$ cat src/rtl/lcd_text_driver.sv
`default_nettype none
// ============================================================================
// Module   : lcd_text_driver
// Brief    : Buffered text controller for HD44780 panels in 4-bit mode, with
//            autonomous init, continuous refresh, hardware clear and status.
//            Optional character readback is enabled by LCD_READBACK_EN.
// Revision : 1.0 - initial release
// ============================================================================
module lcd_text_driver #(
    parameter int COLS      = 16,
    parameter int ROWS      = 2,
    parameter int INIT_WAIT = 750000,
    parameter int E_CYC     = 12,
    parameter int CMD_CYC   = 2000
) (
    input  logic        clk,
    input  logic        rst,
    input  logic        read,
    input  logic        write,
    input  logic [15:0] in_bus,
    output logic [15:0] out_bus,
    output logic        lcd_rs,
    output logic        lcd_rw,
    output logic        lcd_e,
    output logic [3:0]  lcd_d
);

    localparam int C_DEPTH    = COLS * ROWS;
    localparam int C_AW       = (C_DEPTH > 1) ? $clog2(C_DEPTH) : 1;
    localparam int C_CLR_WAIT = 40 * CMD_CYC;
    localparam int C_MAXW     = (INIT_WAIT > C_CLR_WAIT) ?
                                ((INIT_WAIT > E_CYC) ? INIT_WAIT : E_CYC) :
                                ((C_CLR_WAIT > E_CYC) ? C_CLR_WAIT : E_CYC);
    localparam int C_CW       = $clog2(C_MAXW + 2) + 1;

    localparam logic [C_CW-1:0] c_init_wait = C_CW'(INIT_WAIT);
    localparam logic [C_CW-1:0] c_e_cyc     = C_CW'(E_CYC);
    localparam logic [C_CW-1:0] c_cmd_wait  = C_CW'(CMD_CYC);
    localparam logic [C_CW-1:0] c_clr_wait  = C_CW'(C_CLR_WAIT);
    localparam logic [6:0]      c_depth_idx = 7'(C_DEPTH);
    localparam logic [C_AW-1:0] c_last_idx  = C_AW'(C_DEPTH - 1);
    localparam logic [4:0]      c_last_col  = 5'(COLS - 1);
    localparam logic [1:0]      c_last_row  = 2'(ROWS - 1);

    // Sequencer phases
    localparam logic [2:0] c_seq_power_wait = 3'd0;
    localparam logic [2:0] c_seq_init       = 3'd1;
    localparam logic [2:0] c_seq_config     = 3'd2;
    localparam logic [2:0] c_seq_set_addr   = 3'd3;
    localparam logic [2:0] c_seq_chars      = 3'd4;

    // Nibble engine states
    localparam logic [2:0] c_eng_idle  = 3'd0;
    localparam logic [2:0] c_eng_setup = 3'd1;
    localparam logic [2:0] c_eng_high  = 3'd2;
    localparam logic [2:0] c_eng_hold  = 3'd3;
    localparam logic [2:0] c_eng_wait  = 3'd4;

    function automatic logic [6:0] row_base(input logic [1:0] r);
        case (r)
            2'd0:    row_base = 7'h00;
            2'd1:    row_base = 7'h40;
            2'd2:    row_base = 7'h14;
            default: row_base = 7'h54;
        endcase
    endfunction

    function automatic logic [7:0] cfg_byte(input logic [1:0] s);
        case (s)
            2'd0:    cfg_byte = 8'h28;
            2'd1:    cfg_byte = 8'h0C;
            2'd2:    cfg_byte = 8'h06;
            default: cfg_byte = 8'h01;
        endcase
    endfunction

    logic [7:0]      buf_mem [C_DEPTH];

    logic [2:0]      seq_q, seq_d;
    logic [2:0]      eng_q, eng_d;
    logic [C_CW-1:0] cnt_q, cnt_d;
    logic [C_CW-1:0] wait_len_q, wait_len_d;
    logic [1:0]      step_q, step_d;
    logic [1:0]      row_q, row_d;
    logic [4:0]      col_q, col_d;
    logic [C_AW-1:0] ptr_q, ptr_d;
    logic [3:0]      lo_nib_q, lo_nib_d;
    logic            single_q, single_d;
    logic            low_q, low_d;
    logic            ready_q, ready_d;
    logic [7:0]      frame_q, frame_d;
    logic            clearing_q, clearing_d;
    logic [C_AW-1:0] clr_idx_q, clr_idx_d;
    logic [15:0]     out_bus_q, out_bus_d;
    logic            lcd_rs_q, lcd_rs_d;
    logic            lcd_e_q, lcd_e_d;
    logic [3:0]      lcd_d_q, lcd_d_d;

    logic [C_CW-1:0] cnt_inc;
    logic            launch;
    logic [7:0]      launch_byte;
    logic            launch_rs;
    logic            launch_single;

    logic [6:0]      idx;
    logic            idx_ok;
    logic            acc_char;
    logic            acc_clear;
    logic            mem_we;
    logic [C_AW-1:0] mem_addr;
    logic [7:0]      mem_wdata;
    logic [15:0]     status_word;

    assign status_word = {ready_q, clearing_q, 6'b0, frame_q};
    assign idx         = in_bus[14:8];
    assign idx_ok      = (idx < c_depth_idx);
    assign acc_char    = write && !clearing_q && !in_bus[15] && idx_ok;
    assign acc_clear   = write && !clearing_q &&  in_bus[15] && in_bus[0];

    // Bus side: character store, hardware clear and read data
    always_comb begin
        clearing_d = clearing_q;
        clr_idx_d  = clr_idx_q;
        mem_we     = 1'b0;
        mem_addr   = in_bus[8 +: C_AW];
        mem_wdata  = in_bus[7:0];
        out_bus_d  = out_bus_q;

        if (clearing_q) begin
            mem_we    = !rst;
            mem_addr  = clr_idx_q;
            mem_wdata = 8'h20;
            if (clr_idx_q == c_last_idx) begin
                clearing_d = 1'b0;
            end else begin
                clr_idx_d = clr_idx_q + C_AW'(1);
            end
        end else if (acc_clear) begin
            clearing_d = 1'b1;
            clr_idx_d  = '0;
        end else if (acc_char) begin
            mem_we = !rst;
        end

        if (read) begin
`ifdef LCD_READBACK_EN
            if (in_bus[15]) begin
                out_bus_d = status_word;
            end else if (idx_ok) begin
                out_bus_d = {8'h00, buf_mem[in_bus[8 +: C_AW]]};
            end else begin
                out_bus_d = 16'h0000;
            end
`else
            out_bus_d = status_word;
`endif
        end
    end

    always_comb begin
        cnt_inc       = cnt_q + C_CW'(1);
        seq_d         = seq_q;
        eng_d         = eng_q;
        cnt_d         = cnt_q;
        wait_len_d    = wait_len_q;
        step_d        = step_q;
        row_d         = row_q;
        col_d         = col_q;
        ptr_d         = ptr_q;
        lo_nib_d      = lo_nib_q;
        single_d      = single_q;
        low_d         = low_q;
        ready_d       = ready_q;
        frame_d       = frame_q;
        lcd_rs_d      = lcd_rs_q;
        lcd_e_d       = lcd_e_q;
        lcd_d_d       = lcd_d_q;
        launch        = 1'b0;
        launch_byte   = 8'h00;
        launch_rs     = 1'b0;
        launch_single = 1'b0;

        case (eng_q)
            c_eng_idle: begin
                if (cnt_inc >= c_init_wait) begin
                    launch        = 1'b1;
                    launch_single = 1'b1;
                    launch_byte   = 8'h03;
                    seq_d         = c_seq_init;
                    step_d        = 2'd0;
                end else begin
                    cnt_d = cnt_inc;
                end
            end
            c_eng_setup: begin
                if (cnt_inc >= c_e_cyc) begin
                    eng_d   = c_eng_high;
                    cnt_d   = '0;
                    lcd_e_d = 1'b1;
                end else begin
                    cnt_d = cnt_inc;
                end
            end
            c_eng_high: begin
                if (cnt_inc >= c_e_cyc) begin
                    eng_d   = c_eng_hold;
                    cnt_d   = '0;
                    lcd_e_d = 1'b0;
                end else begin
                    cnt_d = cnt_inc;
                end
            end
            c_eng_hold: begin
                if (cnt_inc >= c_e_cyc) begin
                    cnt_d = '0;
                    if (single_q || low_q) begin
                        eng_d = c_eng_wait;
                    end else begin
                        low_d   = 1'b1;
                        lcd_d_d = lo_nib_q;
                        eng_d   = c_eng_setup;
                    end
                end else begin
                    cnt_d = cnt_inc;
                end
            end
            c_eng_wait: begin
                if (cnt_inc >= wait_len_q) begin
                    case (seq_q)
                        c_seq_init: begin
                            launch = 1'b1;
                            if (step_q != 2'd3) begin
                                step_d        = step_q + 2'd1;
                                launch_single = 1'b1;
                                launch_byte   = (step_q == 2'd2) ? 8'h02 : 8'h03;
                            end else begin
                                seq_d       = c_seq_config;
                                step_d      = 2'd0;
                                launch_byte = cfg_byte(2'd0);
                            end
                        end
                        c_seq_config: begin
                            launch = 1'b1;
                            if (step_q != 2'd3) begin
                                step_d      = step_q + 2'd1;
                                launch_byte = cfg_byte(step_q + 2'd1);
                            end else begin
                                ready_d     = 1'b1;
                                seq_d       = c_seq_set_addr;
                                row_d       = 2'd0;
                                launch_byte = {1'b1, row_base(2'd0)};
                            end
                        end
                        c_seq_set_addr: begin
                            launch      = 1'b1;
                            launch_rs   = 1'b1;
                            launch_byte = buf_mem[ptr_q];
                            ptr_d       = ptr_q + C_AW'(1);
                            col_d       = 5'd0;
                            seq_d       = c_seq_chars;
                        end
                        c_seq_chars: begin
                            launch = 1'b1;
                            if (col_q != c_last_col) begin
                                col_d       = col_q + 5'd1;
                                launch_rs   = 1'b1;
                                launch_byte = buf_mem[ptr_q];
                                ptr_d       = ptr_q + C_AW'(1);
                            end else if (row_q != c_last_row) begin
                                row_d       = row_q + 2'd1;
                                seq_d       = c_seq_set_addr;
                                launch_byte = {1'b1, row_base(row_q + 2'd1)};
                            end else begin
                                frame_d     = frame_q + 8'd1;
                                row_d       = 2'd0;
                                ptr_d       = '0;
                                seq_d       = c_seq_set_addr;
                                launch_byte = {1'b1, row_base(2'd0)};
                            end
                        end
                        default: begin
                            seq_d = c_seq_power_wait;
                            eng_d = c_eng_idle;
                            cnt_d = '0;
                        end
                    endcase
                end else begin
                    cnt_d = cnt_inc;
                end
            end
            default: begin
                eng_d = c_eng_idle;
                cnt_d = '0;
            end
        endcase

        // Single nibbles go out as-is; bytes start with the high nibble
        if (launch) begin
            eng_d    = c_eng_setup;
            cnt_d    = '0;
            lcd_rs_d = launch_rs;
            single_d = launch_single;
            low_d    = 1'b0;
            lo_nib_d = launch_byte[3:0];
            lcd_d_d  = launch_single ? launch_byte[3:0] : launch_byte[7:4];
            wait_len_d = (!launch_rs && !launch_single && launch_byte == 8'h01) ?
                         c_clr_wait : c_cmd_wait;
        end
    end

    always_ff @(posedge clk) begin
        if (mem_we) begin
            buf_mem[mem_addr] <= mem_wdata;
        end
    end

    always_ff @(posedge clk) begin
        if (rst) begin
            seq_q      <= c_seq_power_wait;
            eng_q      <= c_eng_idle;
            cnt_q      <= '0;
            wait_len_q <= '0;
            step_q     <= 2'd0;
            row_q      <= 2'd0;
            col_q      <= 5'd0;
            ptr_q      <= '0;
            lo_nib_q   <= 4'h0;
            single_q   <= 1'b0;
            low_q      <= 1'b0;
            ready_q    <= 1'b0;
            frame_q    <= 8'h00;
            clearing_q <= 1'b1;
            clr_idx_q  <= '0;
            out_bus_q  <= 16'h0000;
            lcd_rs_q   <= 1'b0;
            lcd_e_q    <= 1'b0;
            lcd_d_q    <= 4'h0;
        end else begin
            seq_q      <= seq_d;
            eng_q      <= eng_d;
            cnt_q      <= cnt_d;
            wait_len_q <= wait_len_d;
            step_q     <= step_d;
            row_q      <= row_d;
            col_q      <= col_d;
            ptr_q      <= ptr_d;
            lo_nib_q   <= lo_nib_d;
            single_q   <= single_d;
            low_q      <= low_d;
            ready_q    <= ready_d;
            frame_q    <= frame_d;
            clearing_q <= clearing_d;
            clr_idx_q  <= clr_idx_d;
            out_bus_q  <= out_bus_d;
            lcd_rs_q   <= lcd_rs_d;
            lcd_e_q    <= lcd_e_d;
            lcd_d_q    <= lcd_d_d;
        end
    end

    assign out_bus = out_bus_q;
    assign lcd_rs  = lcd_rs_q;
    assign lcd_rw  = 1'b0;
    assign lcd_e   = lcd_e_q;
    assign lcd_d   = lcd_d_q;

endmodule
`default_nettype wire
$ cat config.mk
export PLATFORM = sky130hd
export DESIGN_NAME = lcd_text_driver
export DESIGN_NICKNAME = d
export VERILOG_FILES = /design/src/rtl/lcd_text_driver.sv
export SDC_FILE = /design/constraint.sdc
export NUM_CORES = 1
export LEC_CHECK = 0
export BUFFER_PORTS_ARGS = -buffer_cell sky130_fd_sc_hd__buf_2
export CAP_MARGIN = 25
export CORE_MARGIN = 4
export CORE_UTILIZATION = 30
export DETAILED_ROUTE_END_ITERATION = 8
export GPL_TIMING_DRIVEN = 0
export PLACE_DENSITY = 0.48
export SYNTH_ARGS = -nofsm -noshare
export SYNTH_HDL_FRONTEND = slang
export SYNTH_SLANG_ARGS = --single-unit
$ cat constraint.sdc
create_clock -name clk -period 13.2 [get_ports clk]
set_input_delay 2.64 -clock clk [delete_from_list [all_inputs] [get_ports clk]]
set_output_delay 2.64 -clock clk [all_outputs]
set_load 0.02 [all_outputs]
# [Word level (Yosys, flattened, before mapping)]
# Memory sizes are Yosys's and may differ from the RTL's. A register that Yosys moved wholly into a read port is not among the register bits.
# Cells that the tools add are included.
# W data, S select, Z words.
[word_totals] reg_bits=99 ramBits=256 input_bits=20 output_inout_bits=23 word_cells=202 memories=1
[op_classes] add_sub_neg=7 magnitude_cmp=4 n_eq_ne=43 n_mux=82 n_bitwise=5 reduce_logical=40
[memory_table] memory="buf_mem" depth=32 word_bits=8 read_ports=1 rd_ports_with_merged_regs=1 write_ports=1 line_no="77" rtl="logic [7:0] buf_mem [C_DEPTH];"
[ops] cell="$mux W21" count=4
[ops] cell="$pmux W21 S3" count=1
[ops] cell="$mux W5" count=9
[ops] cell="$mux W3" count=11
[ops] cell="$ne A3 B3 Y1 const B" count=11
[ops] cell="$mux W8" count=4
[ops] cell="$pmux W8 S4" count=1
[ops] cell="$ne A2 B2 Y1 const B" count=14
[ops] cell="$add A21 B1 Y21 const B" count=1
[ops] cell="$ge A21 B20 Y1 const B" count=1
[ops] cell="$ge A21 B21 Y1" count=1
[ops] cell="$ge A21 B4 Y1 const B" count=1
[ops] cell="$mux W1" count=21
[ops] cell="$pmux W7 S3" count=1
[ops] cell="$mux W4" count=5
[ops] cell="$pmux W5 S2" count=2
[ops] cell="$pmux W6 S3" count=1
[ops] cell="$reduce_and A6 Y1" count=3
[ops] cell="$mux W17" count=1
[ops] cell="$mux W2" count=8
[ops] cell="$pmux W8 S2" count=1
[ops] cell="$add A5 B1 Y5 const B" count=3
[ops] cell="$pmux W3 S5" count=1
[ops] cell="$reduce_and A5 Y1" count=3
[ops] cell="other kinds (32)" count=72

# [Logic depth before layout (Yosys ltp)]
# Gate-level depths: netlist of run 1.
[logic_depth] depth_word=11 depth_mapped=18 depth_no_buf=15

# [Worst setup path after synthesis of run 1]
# Ideal clock, no wire load.
[synth_path] path_type="input port to flip-flop" from="input port in_bus[0]" to="register clr_idx_q[3]" setup_time_ps=115 arrival_ps=4223 required_time_ps=13085 path_slack_ps=8861 path_stages=6 cell_sequence="nor2b_1 > nand3_1 > nand2_1 > nand4_1 > xnor2_1 > nor2_1"
[synth_between] elab_chain_len=3
[synth_lines] element="start: declaration" line_no="20" rtl="input logic [15:0] in_bus,"
[synth_lines] element="$logic_and A1 B1 Y1" line_no="118" rtl="assign acc_clear = write && !clearing_q && in_bus[15] && in_bus[0];"
[synth_lines] element="$reduce_bool A2 Y1 (no line)"
[synth_lines] element="$reduce_and A2 Y1 (no line)"
[synth_lines] element="end signal: assignment" line_no="353" rtl="clr_idx_q <= clr_idx_d;"
[synth_lines] element="end: declaration" line_no="93" rtl="logic [C_AW-1:0] clr_idx_q, clr_idx_d;"
# Every way passes these cells.
# A chain may end at the register's enable or synchronous reset.

# [Worst setup path in the final report of run 1]
[layout_path] from="register cnt_q[0]" to="register frame_q[7]"
[layout_between] elab_chain_len=3
[layout_lines] element="start: declaration" line_no="81" rtl="logic [C_CW-1:0] cnt_q, cnt_d;"
[layout_lines] element="start signal: assignment" line_no="341" rtl="cnt_q <= cnt_d;"
[layout_lines] element="$add A21 B1 Y21" line_no="161" rtl="cnt_inc = cnt_q + C_CW'(1);"
[layout_lines] element="$ge A21 B21 Y1" line_no="228" rtl="if (cnt_inc >= wait_len_q) begin"
[layout_lines] element="$reduce_and A5 Y1 (no line)"
[layout_lines] element="end signal: assignment" line_no="351" rtl="frame_q <= frame_d;"
[layout_lines] element="end: declaration" line_no="91" rtl="logic [7:0] frame_q, frame_d;"
# Every way passes these cells.

==> flow_summary.yaml, run 1 <==
power:
  peakVddDrop_uv: 73.7
  leakage_uw: 0.00576
  cellPowerDensity_nw_per_um2: 131
routing:
  ant_nets: 0
  drc: 0
  dr_total_vias: 9215
  drt_wl_total_um: 39300
  routedWlPerCell_um: 21.2
  drt_pass1_iterations: 5
  drt_iter0_drc: 938
  viasPerCell: 4.97
cells_and_area:
  fill_cells: 4816
  layout_common_cells: "edfxtp_1, nor2_1, dfxtp_1"
  final_cells: 1855
  drive_gt1_share_pct: 19.0
  postLayoutCellArea_sq_um: 17400
  nets: 1203
  final_common_cell: "edfxtp_1"
  syn_to_final_growth_pct: 17.1
  antenna-diode-count: 0
placement:
  placed_area_sq_um: 16200
  dp_hpwl_um: 26900
  numPlacedInstances: 1781
  portBuffers: 34
  gp_congestion: 0.833
cts:
  worstSkewPairLatency_ns: 0.55
  htree_levels: 2
  clkTransAtPathRegs_ns: 0.06
  cts_hold_repair.buffers: 0
  cts_max_path_buffers: 3
  cts_sinks: 342
  cts_tree: "yes"
  root_buffer: "clkbuf_16"
  cts_resized: 0
  cts_buffers: 39
  post_cts_buffers: 0
critical_path:
  cp.required_ns: 13.62
  ff2ff_setup_slack_ns: 8.03
  crit_fanout: 9
  reg2regPathDepth: 16
  cp.arrival_ns: 5.59
  endpoint_kind: "flop"
  worst_setup_path_start_kind: "flop"
  worstSetupPathType: "flop to flop"
yosys:
  synth_area_per_cell_sq_um: 14.0
  synthTopCellsByArea: "edfxtp_1, dfxtp_1, mux4_2"
  synth_cells: 1063
  synth_flop_cell: "edfxtp_1"
  synth_cell_types: 76
  synthArstFlopShare_pct: 0
  syn_area_sq_um: 14900
  synth-warning-count: 0
  synth_top_area_share_pct: 51.6
  synth_area_leader_cell: "edfxtp_1"
  yosys_register_bits: 342
  synth_edf_count: 256
  ys_seq_area_share_pct: 63.2
sta:
  rsz0062_at_grt: "false"
  final-hold-violation-count: 0
  drv_slew: 0
  fin_crit_ns: 5.17
  tightest_slew_ns: 1.07
  post-route-period-util_pct: 39.1
  fin_skew_ns: 0.0222
  finalSetupViolCount: 0
  slew_headroom_pct: 28.7
  fin_setup_tns_ns: 0
  max_freq_mhz: 194
floorplanning:
  io_pins: 43
  core_sq_um: 49100
  die_y_um: 231
  rows: 81
  initial_core_util_pct: 30.4
  die_area_sq_um: 53300
  die_w_um: 231
hold_path:
  min_path_cells: 2
  hold_class: "flop to flop"
grt:
  grt-ovfl-total: 0
  antenna_found_initial: 0
  grt_pass1_wl_um: 59000
  grt_util_all_layers_pct: 14.6
  grt_pass1_vias: 9254
  grt_start_max_net_pins: 33
run_status:
  status: "completed"
job:
  drv_cap: 0
==> logic make-up after synthesis <==
| kind of cell | Yosys count | share of synthesized area (%) |
|---|---|---|
| other cells | 1 | 0.0252 |
| buf+inv | 81 | 2.53 |
| compound gates | 138 | 6.37 |
| mux | 102 | 12.7 |
| fa+ha+maj | 23 | 1.93 |
| simple gates | 347 | 11.6 |
| flops | 342 | 63.2 |
| xor+xnor | 29 | 1.71 |
==> synthesized netlist by cell type, types with 3 or more instances <==
master	instances
a21o_1	3
a221oi_1	4
nor4_1	8
and4_1	4
o21ai_0	22
a21oi_1	34
nand4_1	18
nand2b_1	5
nand2_1	59
or3_1	9
nor2b_1	27
a22oi_1	14
nand3_1	34
o32ai_1	5
buf_1	8
buf_4	7
and2_1	7
xor2_1	12
a311oi_1	3
o22ai_1	5
clkbuf_1	29
and3_1	16
a22o_1	4
nor3b_1	4
mux2i_1	32
nor2_1	122
a2111oi_0	3
buf_6	4
a31oi_1	13
nor3_1	12
buf_2	13
xnor2_1	17
or2_2	7
o211ai_1	3
edfxtp_1	256
dfxtp_1	86
o31ai_1	4
inv_1	19
ha_1	23
mux4_2	69
==> layer usage <==
metal / GRT usage, % / part of all wire [%] / up-vias
li1: - / - / 4283
met1: 20.4 / 46 / 4690
met2: 23.4 / 47 / 181
met3: 2.50 / 4.6 / 61
met4: 4.23 / 2.2 / 0
met5: 0 / 0 / -
==> metrics by stage <==
stage / worst slack, ns / hold WS [ns] / util (%) / power, uW
5_1_grt: 7.65 / 0.471 / 35.5 / 2370
2_1_floorplan: 8.86 / 0.432 / - / 1220
6_report: 8.03 / 0.451 / 35.5 / 2290
4_1_cts: 8.00 / 0.452 / 35.5 / 2320
3_3_place_gp: 7.57 / 0.451 / 32.5 / 1240
3_5_place_dp: 8.04 / 0.444 / 33.0 / 1240
==> worst paths after layout <==
| kind | start | endpoint |
|---|---|---|
| max reg2reg | cnt_q[0]$_SDFFE_PP0P_ | frame_q[7]$_SDFFE_PP0P_ |
| min | col_q[4]$_SDFFE_PP0P_ | col_q[4]$_SDFFE_PP0P_ |
| min reg2reg | col_q[4]$_SDFFE_PP0P_ | col_q[4]$_SDFFE_PP0P_ |
| max | cnt_q[0]$_SDFFE_PP0P_ | frame_q[7]$_SDFFE_PP0P_ |
==> cell type report <==
class | count | area, sq um | share of cell area [%]
flip-flops and latches | 342 | 9410 | 54.0
multi-input cells | 647 | 5150 | 29.5
clock buffers | 52 | 1060 | 6.10
well taps | 664 | 831 | 4.76
repair buffers | 49 | 419 | 2.40
plain buffers | 61 | 302 | 1.73
clock inverters | 20 | 188 | 1.08
inverters | 20 | 75.1 | 0.431
==> flip-flops by register name, summed over array words and instances, names as in the netlist, 4 cells and up, named ones only <==
signal,cells
clr_idx_q,5
frame_q,8
cnt_q,21
out_bus,10
lo_nib_q,4
buf_mem,256
col_q,5
lcd_d,4
ptr_q,5
==> critical path: stages, from the launching register on <==
cell	delay (ns)
dfxtp_1	0.45
ha_1	0.19
buf_2	0.19
and3_2	0.19
clkbuf_1	0.30
nand4_1	0.30
o21ai_0	0.37
nand2_1	0.16
ha_1	0.35
nand4_1	0.18
a211o_1	0.31
a2111o_1	0.34
o2111a_2	0.34
a2111oi_4	0.70
nand3_1	0.23
and3_1	0.24
or2_1	0.21
==> where the power goes <==
group	leakage, uW	switching, uW	internal (uW)
Clock	0.000611	443	628
Sequential	0.00304	5.73	1150
Combinational	0.00212	42.6	21.8
Note: power is estimated with default switching activity, not from simulation.
==> inputs of run 2 (changes only) <==
PLACE_DENSITY = 0.5   (was 0.48)
clock period = 4.34 ns   (was 13.2 ns; I/O delays follow)
==> run 2 against run 1 <==
Register-to-register slack lost 7.9 ns. Fmax grew 24%. Clock skew fell by 0.0022 ns. Cell count increased by 0.11%. Wire length fell by 1.6%. Power grew to 3.0 times the previous value. Core utilization increased by 0.29 points. Clock power rose to 3.0 times the previous value. First-iteration DRC count fell by 12%. Via count up 0.92%. Largest power group unchanged. Highest routed layer unchanged.
==> flow_summary.yaml, run 2 (synthesis results as in run 1) <==
power:
  pwr-share-comb_pct: 2.9
  p_seq_share_pct: 50.5
  cellPowerDensity_nw_per_um2: 396
  leakage_uw: 0.00581
  p_switching_uw: 1470
  p_int_uw: 5500
  peakVddDrop_uv: 213
  switching_share_pct: 21.1
  power_frac_clock_pct: 46.6
floorplanning:
  rows: 81
  initial_core_util_pct: 30.4
  die_w_um: 231
  io_pins: 43
  die_y_um: 231
  core_sq_um: 49100
  die_area_sq_um: 53300
placement:
  pre_cts_ws_ns: -0.784
  portBuffers: 34
  numPlacedInstances: 1779
  dp_hpwl_um: 26500
  gp_congestion: 0.839
sta:
  post-route-period-util_pct: 96.3
  tightest_slew_ns: 0.998
  drv_slew: 0
  finalWorstSetupSlack_ns: 0.161
  max_freq_mhz: 239
  finalSetupViolCount: 0
  final-hold-violation-count: 0
  slew_headroom_pct: 33.1
  fin_crit_ns: 4.18
  fin_skew_ns: 0.0200
cts:
  clkTransAtPathRegs_ns: 0.06
  cts_max_path_buffers: 3
  worstSkewPairLatency_ns: 0.54
  cts_buffers: 38
  cts_sinks: 342
  htree_levels: 2
  root_buffer: "clkbuf_16"
  cts_tree: "yes"
routing:
  viasPerCell: 5.01
  dr_total_vias: 9300
  routedWlPerCell_um: 20.8
  drt_iter0_drc: 829
  drt_pass1_iterations: 5
  drt_wl_total_um: 38700
  drc: 0
  ant_nets: 0
critical_path:
  endpoint_kind: "flop"
  ff2ff_setup_slack_ns: 0.16
  cp.arrival_ns: 4.64
  crit_fanout: 9
  worst_setup_path_start_kind: "flop"
  worstSetupPathType: "flop to flop"
  cp.required_ns: 4.80
grt:
  grt_pass1_wl_um: 58000
  grt_util_all_layers_pct: 14.4
  grt_start_max_net_pins: 33
  antenna_found_initial: 0
  grt-ovfl-total: 0
  grt_pass1_vias: 9163
cells_and_area:
  fill_cells: 4763
  syn_to_final_growth_pct: 18.1
  final_cells: 1857
  largest_reg_flops: 256
  drive_gt1_share_pct: 20.7
  nets: 1206
  layout_common_cells: "edfxtp_1, nor2_1, dfxtp_1"
  antenna-diode-count: 0
  final_common_cell: "edfxtp_1"
  largest_register: "buf_mem"
run_status:
  status: "completed"
job:
  drv_cap: 0
hold_path:
  hold_class: "flop to flop"
## run 2: cell type report
type                       instances  area (sq um)  area share, %
clock inverter                    24           244           1.39
sequential                       342          9420           53.6
buffer                            58           309           1.76
timing repair buffer              56           452           2.57
multi-input combinational        647          5230           29.8
inverter                          20          75.1          0.427
tap                              664           831           4.73
clock buffer                      46          1020           5.81
## run 2: worst max-delay path, stage by stage, from the launching register on
cell and delay [ns]:
dfxtp_4 0.38, ha_1 0.17, buf_6 0.14, and3_4 0.24, nand4_1 0.16, xor2_2 0.26, inv_1 0.08, ha_1 0.29
and3_1 0.15, nand4_1 0.17, a211o_1 0.27, a2111o_1 0.33, o2111a_2 0.36, a2111oi_4 0.35, buf_4 0.19, nand3_2 0.08
or3_1 0.35, a21oi_1 0.13
## run 2: power by group through the flow
stage	combinational, uW	sequential [uW]	clock [uW]
finish	203	3520	3250
floorplan	125	3580	0
global route	221	3520	3470
detailed placement	197	3590	0
global placement	196	3580	0
CTS	200	3520	3320
## run 2: final timing paths
| path | depth (start not counted) | startpoint | endpoint |
|---|---|---|---|
| max reg2reg | 17 | cnt_q[0]$_SDFFE_PP0P_ | frame_q[6]$_SDFFE_PP0P_ |
| min | 2 | col_q[4]$_SDFFE_PP0P_ | col_q[4]$_SDFFE_PP0P_ |
| max | 17 | cnt_q[0]$_SDFFE_PP0P_ | frame_q[6]$_SDFFE_PP0P_ |
| min reg2reg | 2 | col_q[4]$_SDFFE_PP0P_ | col_q[4]$_SDFFE_PP0P_ |
## run 2: layer usage
layer  GRT usage, %  up-vias  wire [um]
met5              0        -          0
li1               -     4282          -
met4           3.83        0        870
met2           22.8      243      18200
met1           20.5     4713      17600
met3           2.41       62       2100
## run 2: metrics by stage
stage / cell area, sq um / util [%] / total power [uW] / hold slack, ns / TNS, ns
2_1_floorplan: 14900 / - / 3710 / 0.432 / 0
3_3_place_gp: 15900 / 32.5 / 3780 / 0.451 / -30.67
3_5_place_dp: 16100 / 32.9 / 3780 / 0.450 / -32.38
4_1_cts: 17500 / 35.6 / 7040 / 0.459 / -0.0165
5_1_grt: 17600 / 35.8 / 7210 / 0.466 / -0.00991
6_report: 17600 / 35.8 / 6970 / 0.454 / 0
## run 2: what timing repair did
item,in CTS,in global routing
pin swaps,2,8
gates resized for setup,16,16
hold buffers,0,0
cloned,0,0
setup endpoints to repair,68,61
buffers inserted,3,6
==> inputs of run 3 (changes only) <==
==> constraint.sdc (replaced) <==
create_clock -name clk -period 4.34 [get_ports clk]
set_input_delay 0.217 -clock clk [delete_from_list [all_inputs] [get_ports clk]]
set_output_delay 0.217 -clock clk [all_outputs]
set_load 0.02 [all_outputs]
==> run 3 against run 2 <==
Fmax is 0.53% lower. Wire length barely moved. Design area increased by 0.11%. Critical path depth is 1 higher. Worst setup slack got worse by 0.022 ns. Sequential power hardly changed. Combinational power is essentially flat. Hold slack lost 0.40 ns. Non-clock buffer count increased by 2. Critical endpoint unchanged.
==> flow_summary.yaml, run 3 (synthesis results as in run 1) <==
run_status:
  status: "completed"
grt:
  grt-ovfl-total: 0
  grt_start_max_net_pins: 33
  grt_util_all_layers_pct: 14.4
  grt_pass1_vias: 9173
  grt_pass1_wl_um: 58100
  antenna_found_initial: 0
cts:
  htree_levels: 2
  cts_sinks: 342
  cts_tree: "yes"
  root_buffer: "clkbuf_16"
  worstSkewPairLatency_ns: 0.54
  cts_max_path_buffers: 3
  cts_buffers: 38
  clkTransAtPathRegs_ns: 0.06
critical_path:
  cp.required_ns: 4.80
  cp.arrival_ns: 4.67
  path_buf_inv: 4
  critPathTopFamily: "simple AND/OR/NAND/NOR gates"
  worst_setup_path_start_kind: "flop"
  slowest_delay_ns: 0.46
  crit_chain: "ha_1 > buf_6 > and3_4 > nand4_1 > xor2_2 > inv_1 > ha_1 > and3_1 > nand4_1 > buf_4 > a311oi_1 > nor2_1 > o2111a_2 > a2111oi_4 > buf_4 > nand3_2 > or3_1 > a21oi_1"
  worstSetupPathType: "flop to flop"
  crit_fanout: 9
  cp_slowest_cell: "a311oi_1"
  endpoint_kind: "flop"
sta:
  final-hold-violation-count: 0
  fin_crit_ns: 4.20
  fin_skew_ns: 0.0204
  slew_headroom_pct: 33.4
  drv_slew: 0
  holdWs_ns: 0.0537
  post-route-period-util_pct: 96.8
  max_freq_mhz: 238
  finalSetupViolCount: 0
  tightest_slew_ns: 0.994
floorplanning:
  rows: 81
  core_sq_um: 49100
  io_pins: 43
  die_y_um: 231
  die_area_sq_um: 53300
  initial_core_util_pct: 30.4
  die_w_um: 231
routing:
  drc: 0
  routedWlPerCell_um: 20.8
  drt_pass1_iterations: 5
  dr_total_vias: 9353
  drt_wl_total_um: 38700
  drt_iter0_drc: 787
  viasPerCell: 5.03
  ant_nets: 0
cells_and_area:
  final_cells: 1859
  layout_common_cells: "edfxtp_1, nor2_1, dfxtp_1"
  multi_input_area_sq_um: 5230
  final_common_cell: "edfxtp_1"
  antenna-diode-count: 0
  largest_reg_flops: 256
  seq_area_sq_um: 9420
  syn_to_final_growth_pct: 18.2
  fill_cells: 4763
  nets: 1208
  largest_register: "buf_mem"
  drive_gt1_share_pct: 20.7
job:
  drv_cap: 0
placement:
  gp_congestion: 0.839
  portBuffers: 34
  numPlacedInstances: 1779
  dp_hpwl_um: 26500
hold_path:
  hold_class: "input pin to flop"
power:
  leakage_uw: 0.00582
  peakVddDrop_uv: 213
  cellPowerDensity_nw_per_um2: 396
==> run 3: final timing paths <==
check / startpoint / endpoint / slack [ns] / depth (start not counted)
setup / recovery: cnt_q[0]$_SDFFE_PP0P_ / frame_q[6]$_SDFFE_PP0P_ / 0.14 / 18
hold / removal: rst / ptr_q[4]$_SDFFE_PP0P_ / 0.05 / 3
setup reg to reg: cnt_q[0]$_SDFFE_PP0P_ / frame_q[6]$_SDFFE_PP0P_ / 0.14 / 18
hold reg to reg: col_q[4]$_SDFFE_PP0P_ / col_q[4]$_SDFFE_PP0P_ / 0.45 / 2
==> run 3: area by class of cell <==
| cell class | instances | area share (%) |
|---|---|---|
| clock buffer | 46 | 5.81 |
| multi-input combinational | 647 | 29.7 |
| tap | 664 | 4.72 |
| buffer | 58 | 1.76 |
| timing repair buffer | 58 | 2.68 |
| clock inverter | 24 | 1.39 |
| sequential | 342 | 53.5 |
| inverter | 20 | 0.426 |
==> run 3: tightest hold or removal path, stage by stage <==
cell and delay [ns]:
buf_2 0.12, or2_2 0.14, nor2_1 0.06
==> run 3: what timing repair did <==
| action | CTS | global route |
|---|---|---|
| hold endpoints to repair | 1 | 0 |
| pin swaps | 2 | 8 |
| resized for setup | 16 | 16 |
| gates cloned | 0 | 0 |
| hold buffers | 2 | 0 |
| setup buffers | 3 | 6 |
| setup endpoints to repair | 68 | 61 |
==> run 3: power by group <==
group / total (uW) / internal [uW] / switching [uW] / leakage (uW)
Combinational: 204 / 70.0 / 134 / 0.00217
Clock: 3240 / 1930 / 1320 / 0.000606
Sequential: 3520 / 3500 / 17.6 / 0.00304
Total: 6960 / 5500 / 1470 / 0.00582
==> run 3: through the flow <==
step	TNS (ns)	power, uW	setup slack (ns)	utilization (%)	instance area (sq um)
floorplan	0	3710	0.202	-	14900
global placement	-30.67	3780	-0.750	32.5	15900
detailed placement	-32.38	3780	-0.784	32.9	16100
CTS	-0.0165	7040	-0.0165	35.6	17500
global route	-0.00991	7210	-0.00991	35.9	17600
finish	0	6960	0.139	35.9	17600
==> run 3: routing by layer <==
layer	vias up	share of wire, %	wire length [um]	global-route usage [%]
met5	-	0	0	0
met4	0	2.2	835	3.83
met3	58	5.7	2220	2.41
met2	264	47	18200	22.8
met1	4746	45	17500	20.5
li1	4285	-	-	-
